===== config.mk =====
export PLATFORM = sky130hd
export DESIGN_NAME = video_fetch
export DESIGN_NICKNAME = d
export VERILOG_FILES = /design/src/rtl/video_fetch_pkg.sv /design/src/rtl/video_fetch_addr.sv /design/src/rtl/video_fetch.sv
export SDC_FILE = /design/constraint.sdc
export NUM_CORES = 1
export LEC_CHECK = 0
export CAP_MARGIN = 20
export CELL_PAD_IN_SITES_DETAIL_PLACEMENT = 0
export CELL_PAD_IN_SITES_GLOBAL_PLACEMENT = 1
export CORE_ASPECT_RATIO = 0.6
export CORE_MARGIN = 3
export CORE_UTILIZATION = 40
export CTS_CLUSTER_DIAMETER = 80
export DETAILED_ROUTE_END_ITERATION = 8
export PLACE_DENSITY_LB_ADDON = 0.2
export SLEW_MARGIN = 20
export SYNTH_ARGS = -nofsm -noshare
export SYNTH_HDL_FRONTEND = slang
export SYNTH_SLANG_ARGS = --single-unit

===== constraint.sdc =====
create_clock -name clk28 -period 4.9 [get_ports clk28]
set_input_delay 1.225 -clock clk28 [delete_from_list [all_inputs] [get_ports clk28]]
set_output_delay 1.225 -clock clk28 [all_outputs]
set_load 0.03 [all_outputs]

===== src/rtl/video_fetch_pkg.sv =====
// Shared types and constants for the video fetch path.
package video_fetch_pkg;

  typedef enum logic [2:0] {
    IDLE     = 3'd0,
    BMP      = 3'd1,
    ATTR     = 3'd2,
    UP_INK   = 3'd3,
    UP_PAPER = 3'd4,
    DRAIN    = 3'd5,
    DONE     = 3'd6
  } fetch_state_t;

  localparam logic [1:0]  SLOT_BMP        = 2'd0;
  localparam logic [1:0]  SLOT_ATTR       = 2'd1;
  localparam logic [1:0]  SLOT_INK        = 2'd2;
  localparam logic [1:0]  SLOT_PAPER      = 2'd3;
  localparam logic [12:0] VIDEO_ATTR_BASE = 13'h1800;

  // Buffer slot filled by the read a requesting state issues.
  function automatic logic [1:0] state_slot(input fetch_state_t s);
    logic [1:0] slot;
    case (s)
      BMP:      slot = SLOT_BMP;
      ATTR:     slot = SLOT_ATTR;
      UP_INK:   slot = SLOT_INK;
      UP_PAPER: slot = SLOT_PAPER;
      default:  slot = SLOT_BMP;
    endcase
    return slot;
  endfunction

endpackage


===== src/rtl/video_fetch_addr.sv =====
// ZX screen address mapping: bitmap, attribute and ULA+ palette indices.
module video_fetch_addr
  import video_fetch_pkg::*;
#(
  parameter logic [12:0] ATTR_BASE = VIDEO_ATTR_BASE
) (
  input  logic [7:0]  line,
  input  logic [4:0]  col,
  input  logic [7:0]  attr_byte,
  output logic [14:0] bmp_addr,
  output logic [14:0] attr_addr,
  output logic [14:0] ink_addr,
  output logic [14:0] paper_addr
);

  logic [12:0] attr_off;

  // Bitmap rows are interleaved: third, pixel row, character row, column.
  assign bmp_addr   = {2'b00, line[7:6], line[2:0], line[5:3], col};
  assign attr_off   = ATTR_BASE + {3'b000, line[7:3], col};
  assign attr_addr  = {2'b00, attr_off};
  // Palette index: CLUT select (bright/flash bits), ink/paper flag, colour.
  assign ink_addr   = {9'd0, attr_byte[7:6], 1'b0, attr_byte[2:0]};
  assign paper_addr = {9'd0, attr_byte[7:6], 1'b1, attr_byte[5:3]};

endmodule


===== src/rtl/video_fetch.sv =====
// Per-cell video fetch requester with double-buffered display bytes.
module video_fetch
  import video_fetch_pkg::*;
#(
  parameter bit          FETCH_UP  = 1'b1,
  parameter logic [12:0] ATTR_BASE = VIDEO_ATTR_BASE
) (
  input  logic        clk28,
  input  logic        rst,
  input  logic        fetch_start,
  input  logic [7:0]  line,
  input  logic [4:0]  col,
  input  logic        load,
  input  logic        up_en,
  output logic        video_read_req,
  output logic        video_read_req_is_up,
  output logic [14:0] video_read_addr,
  input  logic        video_read_req_ack,
  input  logic        video_data_valid,
  input  logic [7:0]  vd,
  output logic [7:0]  bitmap,
  output logic [7:0]  attr,
  output logic [7:0]  ink_up,
  output logic [7:0]  paper_up,
  output logic        underrun,
  input  logic        underrun_clr
);

  fetch_state_t state, state_n;
  logic [7:0]  line_r;
  logic [4:0]  col_r;
  logic        up_r;
  logic [7:0]  fbuf [4];
  logic [1:0]  pend_slot;
  logic        pend_valid;
  logic        complete;
  logic        attr_captured;

  logic        ack_hit, valid_hit, up_mode;
  logic [1:0]  last_slot;
  logic [7:0]  line_s;
  logic [4:0]  col_s;
  logic [14:0] bmp_addr, attr_addr, ink_addr, paper_addr;
  logic        req_n, is_up_n;
  logic [14:0] addr_n;
  logic [7:0]  byte_bmp, byte_attr, byte_ink, byte_paper;
  logic        complete_now, underrun_set;

  assign ack_hit   = video_read_req & video_read_req_ack;
  assign valid_hit = video_data_valid & pend_valid;
  assign up_mode   = (FETCH_UP != 1'b0) && up_r;
  assign last_slot = up_mode ? SLOT_PAPER : SLOT_ATTR;

  // The BMP request is issued on the fetch_start edge, before line/col land in their registers.
  assign line_s = fetch_start ? line : line_r;
  assign col_s  = fetch_start ? col  : col_r;

  video_fetch_addr #(.ATTR_BASE(ATTR_BASE)) u_addr (
    .line       (line_s),
    .col        (col_s),
    .attr_byte  (fbuf[SLOT_ATTR]),
    .bmp_addr   (bmp_addr),
    .attr_addr  (attr_addr),
    .ink_addr   (ink_addr),
    .paper_addr (paper_addr)
  );

  // Bypass lets a load see the byte arriving in the same cycle.
  assign byte_bmp   = (valid_hit && pend_slot == SLOT_BMP)   ? vd : fbuf[SLOT_BMP];
  assign byte_attr  = (valid_hit && pend_slot == SLOT_ATTR)  ? vd : fbuf[SLOT_ATTR];
  assign byte_ink   = (valid_hit && pend_slot == SLOT_INK)   ? vd : fbuf[SLOT_INK];
  assign byte_paper = (valid_hit && pend_slot == SLOT_PAPER) ? vd : fbuf[SLOT_PAPER];

  assign complete_now = complete || (state == DRAIN && valid_hit && pend_slot == last_slot);
  assign underrun_set = (load && !complete_now) ||
                        (fetch_start && state != IDLE && state != DONE);

  // State register.
  always_ff @(posedge clk28 or posedge rst) begin
    if (rst) state <= IDLE;
    else     state <= state_n;
  end

  // Next-state: requests advance on ack, drain waits for the last slot's data.
  always_comb begin
    state_n = state;
    if (fetch_start) begin
      state_n = BMP;
    end else begin
      case (state)
        BMP:      if (ack_hit) state_n = ATTR;     else state_n = state;
        ATTR:     if (ack_hit) state_n = up_mode ? UP_INK : DRAIN; else state_n = state;
        UP_INK:   if (ack_hit) state_n = UP_PAPER; else state_n = state;
        UP_PAPER: if (ack_hit) state_n = DRAIN;    else state_n = state;
        DRAIN:    if (valid_hit && pend_slot == last_slot) state_n = DONE; else state_n = state;
        default:  state_n = state;
      endcase
    end
  end

  // Request for the coming cycle; the ink read waits for the attribute byte.
  always_comb begin
    req_n   = 1'b0;
    is_up_n = 1'b0;
    addr_n  = video_read_addr;
    case (state_n)
      BMP:      begin req_n = 1'b1;          addr_n = bmp_addr;                  end
      ATTR:     begin req_n = 1'b1;          addr_n = attr_addr;                 end
      UP_INK:   begin req_n = attr_captured; addr_n = ink_addr;   is_up_n = 1'b1; end
      UP_PAPER: begin req_n = 1'b1;          addr_n = paper_addr; is_up_n = 1'b1; end
      default:  begin req_n = 1'b0;          addr_n = video_read_addr;           end
    endcase
  end

  // Registered request outputs.
  always_ff @(posedge clk28 or posedge rst) begin
    if (rst) begin
      video_read_req       <= 1'b0;
      video_read_req_is_up <= 1'b0;
      video_read_addr      <= 15'd0;
    end else begin
      video_read_req       <= req_n;
      video_read_req_is_up <= is_up_n;
      video_read_addr      <= addr_n;
    end
  end

  // Pending-slot tracking and fetch buffer fill.
  always_ff @(posedge clk28 or posedge rst) begin
    if (rst) begin
      pend_slot  <= SLOT_BMP;
      pend_valid <= 1'b0;
      for (int i = 0; i < 4; i++) fbuf[i] <= 8'h00;
    end else begin
      if (ack_hit) begin
        pend_slot  <= state_slot(state);
        pend_valid <= 1'b1;
      end else if (valid_hit) begin
        pend_valid <= 1'b0;
      end
      if (valid_hit) fbuf[pend_slot] <= vd;
    end
  end

  // Cell context latched at fetch_start, plus completion flags.
  always_ff @(posedge clk28 or posedge rst) begin
    if (rst) begin
      line_r        <= 8'd0;
      col_r         <= 5'd0;
      up_r          <= 1'b0;
      complete      <= 1'b0;
      attr_captured <= 1'b0;
    end else if (fetch_start) begin
      line_r        <= line;
      col_r         <= col;
      up_r          <= up_en;
      complete      <= 1'b0;
      attr_captured <= 1'b0;
    end else begin
      if (state_n == DONE) complete <= 1'b1;
      if (valid_hit && pend_slot == SLOT_ATTR) attr_captured <= 1'b1;
    end
  end

  // Display registers and sticky underrun (set beats clear).
  always_ff @(posedge clk28 or posedge rst) begin
    if (rst) begin
      bitmap   <= 8'h00;
      attr     <= 8'h00;
      ink_up   <= 8'h00;
      paper_up <= 8'h00;
      underrun <= 1'b0;
    end else begin
      if (load) begin
        bitmap   <= byte_bmp;
        attr     <= byte_attr;
        ink_up   <= byte_ink;
        paper_up <= byte_paper;
      end
      if (underrun_set)      underrun <= 1'b1;
      else if (underrun_clr) underrun <= 1'b0;
    end
  end

endmodule


==> results.md, run 1 <==
* PortBufs at 76
* Final hold violation count at 0
* Multi-input combinational cell area at ~1500 um2
* Peak Freq at about 340 MHz
* I/O Pins at 79
* Worst min path class: register to register
* Max-slew violations at 0
* DR DRC count at 0
* Clock root buffer: clkbuf_16
* Worst path bufs/invs at 2
* Largest net degree at the start of global routing at 57
* Worst-path clk slew at approximately 0.070 ns
* Netlist cell types at approximately 50
* Setup CP Type: input pin to register
* Post-synth top area share at 60.3%
* CTS Buf Count at 9
* Synth area leaders: dfrtp_1 (60%), mux2_2 (19%), mux2_4 (2.8%)
* DP HPWL at 6110 um
* Reg2reg path depth at 5
* Max Cap Viol at 0
* Post-Syn Instances at between 300 and 400
* Skew-Pair Late Insertion Delay at roughly 0.34 ns
* Worst R2R Setup Slack at about 2.9 ns
* 1st-iter DRT viols at roughly 140
* ANT nets after route at 0
* Asr flop ratio synth at 100%
* Avg Synthesized Cell Area at 14.0 um2
* Rel. slew slack at ~54%
* # hold bufs at CTS at 0
* Routability cong. at between 0.7 and 0.8
* Post-synth top cells: dfrtp_1 (102), mux2_2 (70), nor2_1 (16)
* Crit. End Element: register
* Site row count at 28
* Worst EP arrival at 3.16 ns
* Routed length per instance at approximately 17 um
* Post-DR vias/cell at a little under 5
* EDFF count, synth at 0
* Number of gates resized after cts at 0
* Worst-path cell chain: clkdlybuf4s50_1, buf_4, mux2_2, a222oi_1, a21oi_1
* Routed WL at between 8000 and 9000 um
* CP Launch Type: input pin
* Filler cell count at 846
* Sequential share of the synthesized area at between 60 and 70%
* Worst hold path depth at 1
* H-tree levels at 3
* Diodes inserted at 0
* Worst path depth at 5
* RSZ-0062 raised after global routing: no
* Power Total at roughly 3200 uW
* CP delay by family, top: buffers and inverters
* Endpoints failing setup at 0
* Die width at ~140 um
* Synth area leader: dfrtp_1
* Worst hold slack at between 0.4 and 0.5 ns
* Slew @ Worst Pin at 0.684 ns
* Number of global-route vias before repair at between 2000 and 3000
* P&R area growth vs syn at 27.3%
* Starting Density at 41.9%
* Gr ovfl total at 0
* Fin nets at ~410
* DR vias at between 2000 and 3000
* Setup Buffers After CTS at 0
* CTS tree: done
* Clk buf depth at 2
* CP Max Fanout at 16
* Status: finished, final reports clean
* First-pass GRT wire length at around 14000 um
* Full die area at 11900 um2
* LEAKAGE at between 0.002 and 0.0025 uW
* Fin Clk Skew at around 0.0061 ns
* TritonRoute pass-1 iters at 4
* #FFs+latches synth at roughly 100
* Setup TNS at 0 ns
* Worst Path Required at 5.12 ns
* Height of the die at roughly 86 um
* Share of cells above drive strength 1 at ~30%
* VDD IR max at 0.276 mV
* Total track usage at between 10% and 20%
* Max stage delay cell, worst path: clkdlybuf4s50_1
* Final critical-path share of the clock period at 60.0%
* Fin crit period at ~2.9 ns
* Synthesized area at around 4200 um2
* Core Area at 10100 um2
* P per Cell Area at between 500 and 600 nW/um2
* Most common cell in the netlist: dfrtp_1
* Clock Sinks at around 100
* Ys Warns at 0
* Initial antenna violation count at 0
* Most used flip-flop cell after synthesis: dfrtp_1
* Reg area at roughly 2600 um2
* CP max stage delay at 0.86 ns
-- kinds of logic (layout without fill, tap and decap cells) --
kind of cell,count (synthesis),count (layout),share of synthesized area [%]
flops,102,102,60.3
mux,79,79,21.7
simple gates,52,52,7.51
buf+inv,26,105,3.19
other cells,1,2,0.0886
xor+xnor,3,3,0.621
compound gates,40,40,6.54
-- cell usage in the layout (no fill, tap or decap), drive strengths merged, types with 4 or more instances in the layout --
cell type      count
dfrtp            102
clkbuf            12
o21ai              7
mux2              78
inv                9
nand2              8
a31oi              4
a21oi             11
nor2              16
nand2b             4
buf                5
clkdlybuf4s50     76
-- area by class of cell --
class,instances,area share (%)
Multi-Input combinational cell,176,28.7
Sequential cell,102,47.4
Timing Repair Buffer,81,14.8
Inverter,8,0.604
Tap cell,135,3.14
Clock buffer,12,4.76
Clock inverter,4,0.535
-- per-layer routing --
| layer | up-vias | track usage (%) | part of all wire, % |
|---|---|---|---|
| met5 | - | 0 | 0 |
| met4 | 0 | 4.26 | 0.79 |
| met3 | 6 | 4.90 | 7.0 |
| met2 | 78 | 21.3 | 41 |
| met1 | 1251 | 23.7 | 51 |
| li1 | 1226 | - | - |
-- state kept, by name, indices dropped and copies added, names as in the netlist, 2 cells and up --
name and flops:
fbuf 32, video_read_addr 13, attr 8, bitmap 8, ink_up 8, line_r 8
paper_up 8, col_r 5, state 3, pend_slot 2
-- worst paths after layout --
| path | startpoint | end |
|---|---|---|
| max in group asynchronous | rst | ink_up[4]$_DFFE_PP0P_ |
| min | complete$_DFFE_PP0P_ | complete$_DFFE_PP0P_ |
| max reg2reg | state[1]$_DFF_PP0_ | video_read_addr[1]$_DFFE_PP0P_ |
| max | fetch_start | video_read_addr[0]$_DFFE_PP0P_ |
| min reg2reg | complete$_DFFE_PP0P_ | complete$_DFFE_PP0P_ |
| min in group asynchronous | rst | complete$_DFFE_PP0P_ |
-- report_power, final --
part	switching (uW)	leakage (uW)	total [uW]	internal [uW]
clock network	301	0.000135	674	373
logic	615	0.000987	1190	575
registers	169	0.00127	1300	1130
-- stage by stage --
stage | setup WS, ns | utilization (%) | instances | instance area [um2]
after floorplan | 1.00 | - | 304 | 4230
after global placement | 1.66 | 50.5 | 502 | 5100
after detailed placement | 1.59 | 50.5 | 502 | 5100
after CTS | 1.96 | 53.4 | 518 | 5380
after global routing | 1.80 | 53.4 | 518 | 5380
final | 1.96 | 53.4 | 518 | 5380
Note: power is estimated with default switching activity, not from simulation.
==> run 2: changes to the inputs <==
==> constraint.sdc (replaced) <==
create_clock -name clk28 -period 3.1 [get_ports clk28]
set_input_delay 0.775 -clock clk28 [delete_from_list [all_inputs] [get_ports clk28]]
set_output_delay 0.775 -clock clk28 [all_outputs]
set_load 0.03 [all_outputs]
==> results.md, run 2 (synthesized netlist as in run 1, its figures left out) <==
* Final worst setup slack at between 0.7 and 0.8 ns
* Fin Clk Skew at approximately 0.0035 ns
* Full die area at roughly 12000 um2
* Number of global-route vias before repair at approximately 2600
* Die width at around 140 um
* VDD IR max at 0.470 mV
* Switching Share at between 30% and 40%
* P per Cell Area at roughly 940 nW/um2
* Starting Density at a little over two fifths
* Clock root buffer: clkbuf_16
* Max-slew violations at 0
* Flop pwr share at slightly above 40%
* Reg2reg path depth at 5
* Net Sw Power at 1730 uW
* Clock Sinks at about 100
* Total track usage at between 10% and 20%
* Fin nets at between 400 and 500
* Routed WL at ~8700 um
* H-tree levels at 3
* First-pass GRT wire length at 14400 um
* Largest Register: fbuf
* Crit. End Element: register
* Setup Buffers After CTS at 0
* Internal at 3350 uW
* Setup CP Type: input pin to register
* Worst Path Required at around 3.3 ns
* RSZ-0062 raised after global routing: no
* LEAKAGE at ~0.0024 uW
* Logic pwr share at between 30% and 40%
* Commonest non-fill, non-tap cells in the layout: dfrtp_1 (102), clkdlybuf4s50_1 (76), mux2_2 (70)
* Endpoints failing setup at 0
* Slew @ Worst Pin at approximately 0.73 ns
* Final hold violation count at 0
* Setup WS pre-CTS at between 0.3 and 0.4 ns
* CTS Buf Count at 9
* Worst-path clk slew at 0.06 ns
* Rel. slew slack at 51.0%
* Largest net degree at the start of global routing at 43
* P&R area growth vs syn at 28.2%
* Gr ovfl total at 0
* Number of gates resized after cts at 0
* TritonRoute pass-1 iters at 4
* DR DRC count at 0
* Share of cells above drive strength 1 at ~29%
* ANT nets after route at 0
* Worst EP arrival at between 2 and 3 ns
* CTS tree: done
* Peak Freq at around 420 MHz
* Worst Setup SP: video_data_valid
* Worst R2R Setup Slack at 1.15 ns
* Reg2reg end: video_read_addr[1]$_DFFE_PP0P_
* Diodes inserted at 0
* Final critical-path share of the clock period at approximately 76%
* Fin crit period at about 2.4 ns
* Routed length per instance at 16.9 um
* Initial antenna violation count at 0
* Site row count at 28
* DP HPWL at between 6000 and 7000 um
* Routability cong. at 0.728
* Power Total at approximately 5000 uW
* I/O Pins at slightly below 80
* # hold bufs at CTS at 0
* Core Area at just over 10000 um2
* Status: finished, final reports clean
* Commonest non-fill, non-tap cell in the layout: dfrtp_1
* Skew-Pair Late Insertion Delay at approximately 0.34 ns
* 1st-iter DRT viols at between 100 and 150
* End of the critical path: attr[2]$_DFFE_PP0P_
* Worst min path class: register to register
* Clk buf depth at 2
* Worst R2R Start: state[1]$_DFF_PP0_
* Clock power share at approximately 22%
* CP Launch Type: input pin
* Height of the die at 85.7 um
* Setup TNS at 0 ns
* Max Cap Viol at 0
* Max reg flops at 32
* Post-DR vias/cell at roughly 5
* DR vias at 2592
* CP Max Fanout at 9
* Biggest regs: fbuf x32, video_read_addr x13
* PortBufs at 76
-- run 2: power groups by stage --
stage	registers, uW	clock network (uW)	logic [uW]
after floorplan	2490	0	768
after global placement	2090	0	1870
after detailed placement	2100	0	1890
after CTS	2080	1150	1900
after global routing	2130	1210	2010
final	2070	1130	1880
-- run 2: worst min-delay path by stage --
stage                               from                    to  slack, ns  cells past startpoint
CTS                 fbuf[13]$_DFFE_PP0P_  fbuf[13]$_DFFE_PP0P_       0.50                      1
global route         fbuf[9]$_DFFE_PP0P_   fbuf[9]$_DFFE_PP0P_       0.51                      1
floorplan           complete$_DFFE_PP0P_  complete$_DFFE_PP0P_       0.46                      1
detailed placement  underrun$_DFFE_PP0P_  underrun$_DFFE_PP0P_       0.47                      2
finish               fbuf[4]$_DFFE_PP0P_   fbuf[4]$_DFFE_PP0P_       0.49                      1
global placement    fbuf[10]$_DFFE_PP0P_  fbuf[10]$_DFFE_PP0P_       0.47                      1
-- run 2: cell type report --
cell class / instances / area, um2
clock inverters: 5 / 58.8
fillers: 871 / 4670
inverters: 8 / 33.8
multi-input cells: 176 / 1550
clock buffers: 10 / 239
repair buffers: 81 / 823
well taps: 135 / 169
flip-flops and latches: 102 / 2550
-- run 2: worst max-delay path, stage by stage --
cell and delay, ns:
clkdlybuf4s50_1 0.51, and3_1 0.24, nand2b_1 0.36, mux2_4 0.43
mux2_2 0.26
-- run 2: per-layer routing --
metal	global-route usage [%]	wire [um]
met3	4.57	477
met5	0	0
met4	4.53	89
met1	24.4	4660
met2	20.7	3510
-- run 2: stage by stage --
step | instance area, um2 | util [%] | cells | hold slack [ns]
floorplan | 4240 | - | 304 | 0.464
global placement | 5120 | 50.8 | 502 | 0.475
detailed placement | 5120 | 50.8 | 502 | 0.472
CTS | 5420 | 53.7 | 517 | 0.497
global route | 5420 | 53.7 | 517 | 0.506
finish | 5420 | 53.7 | 517 | 0.494
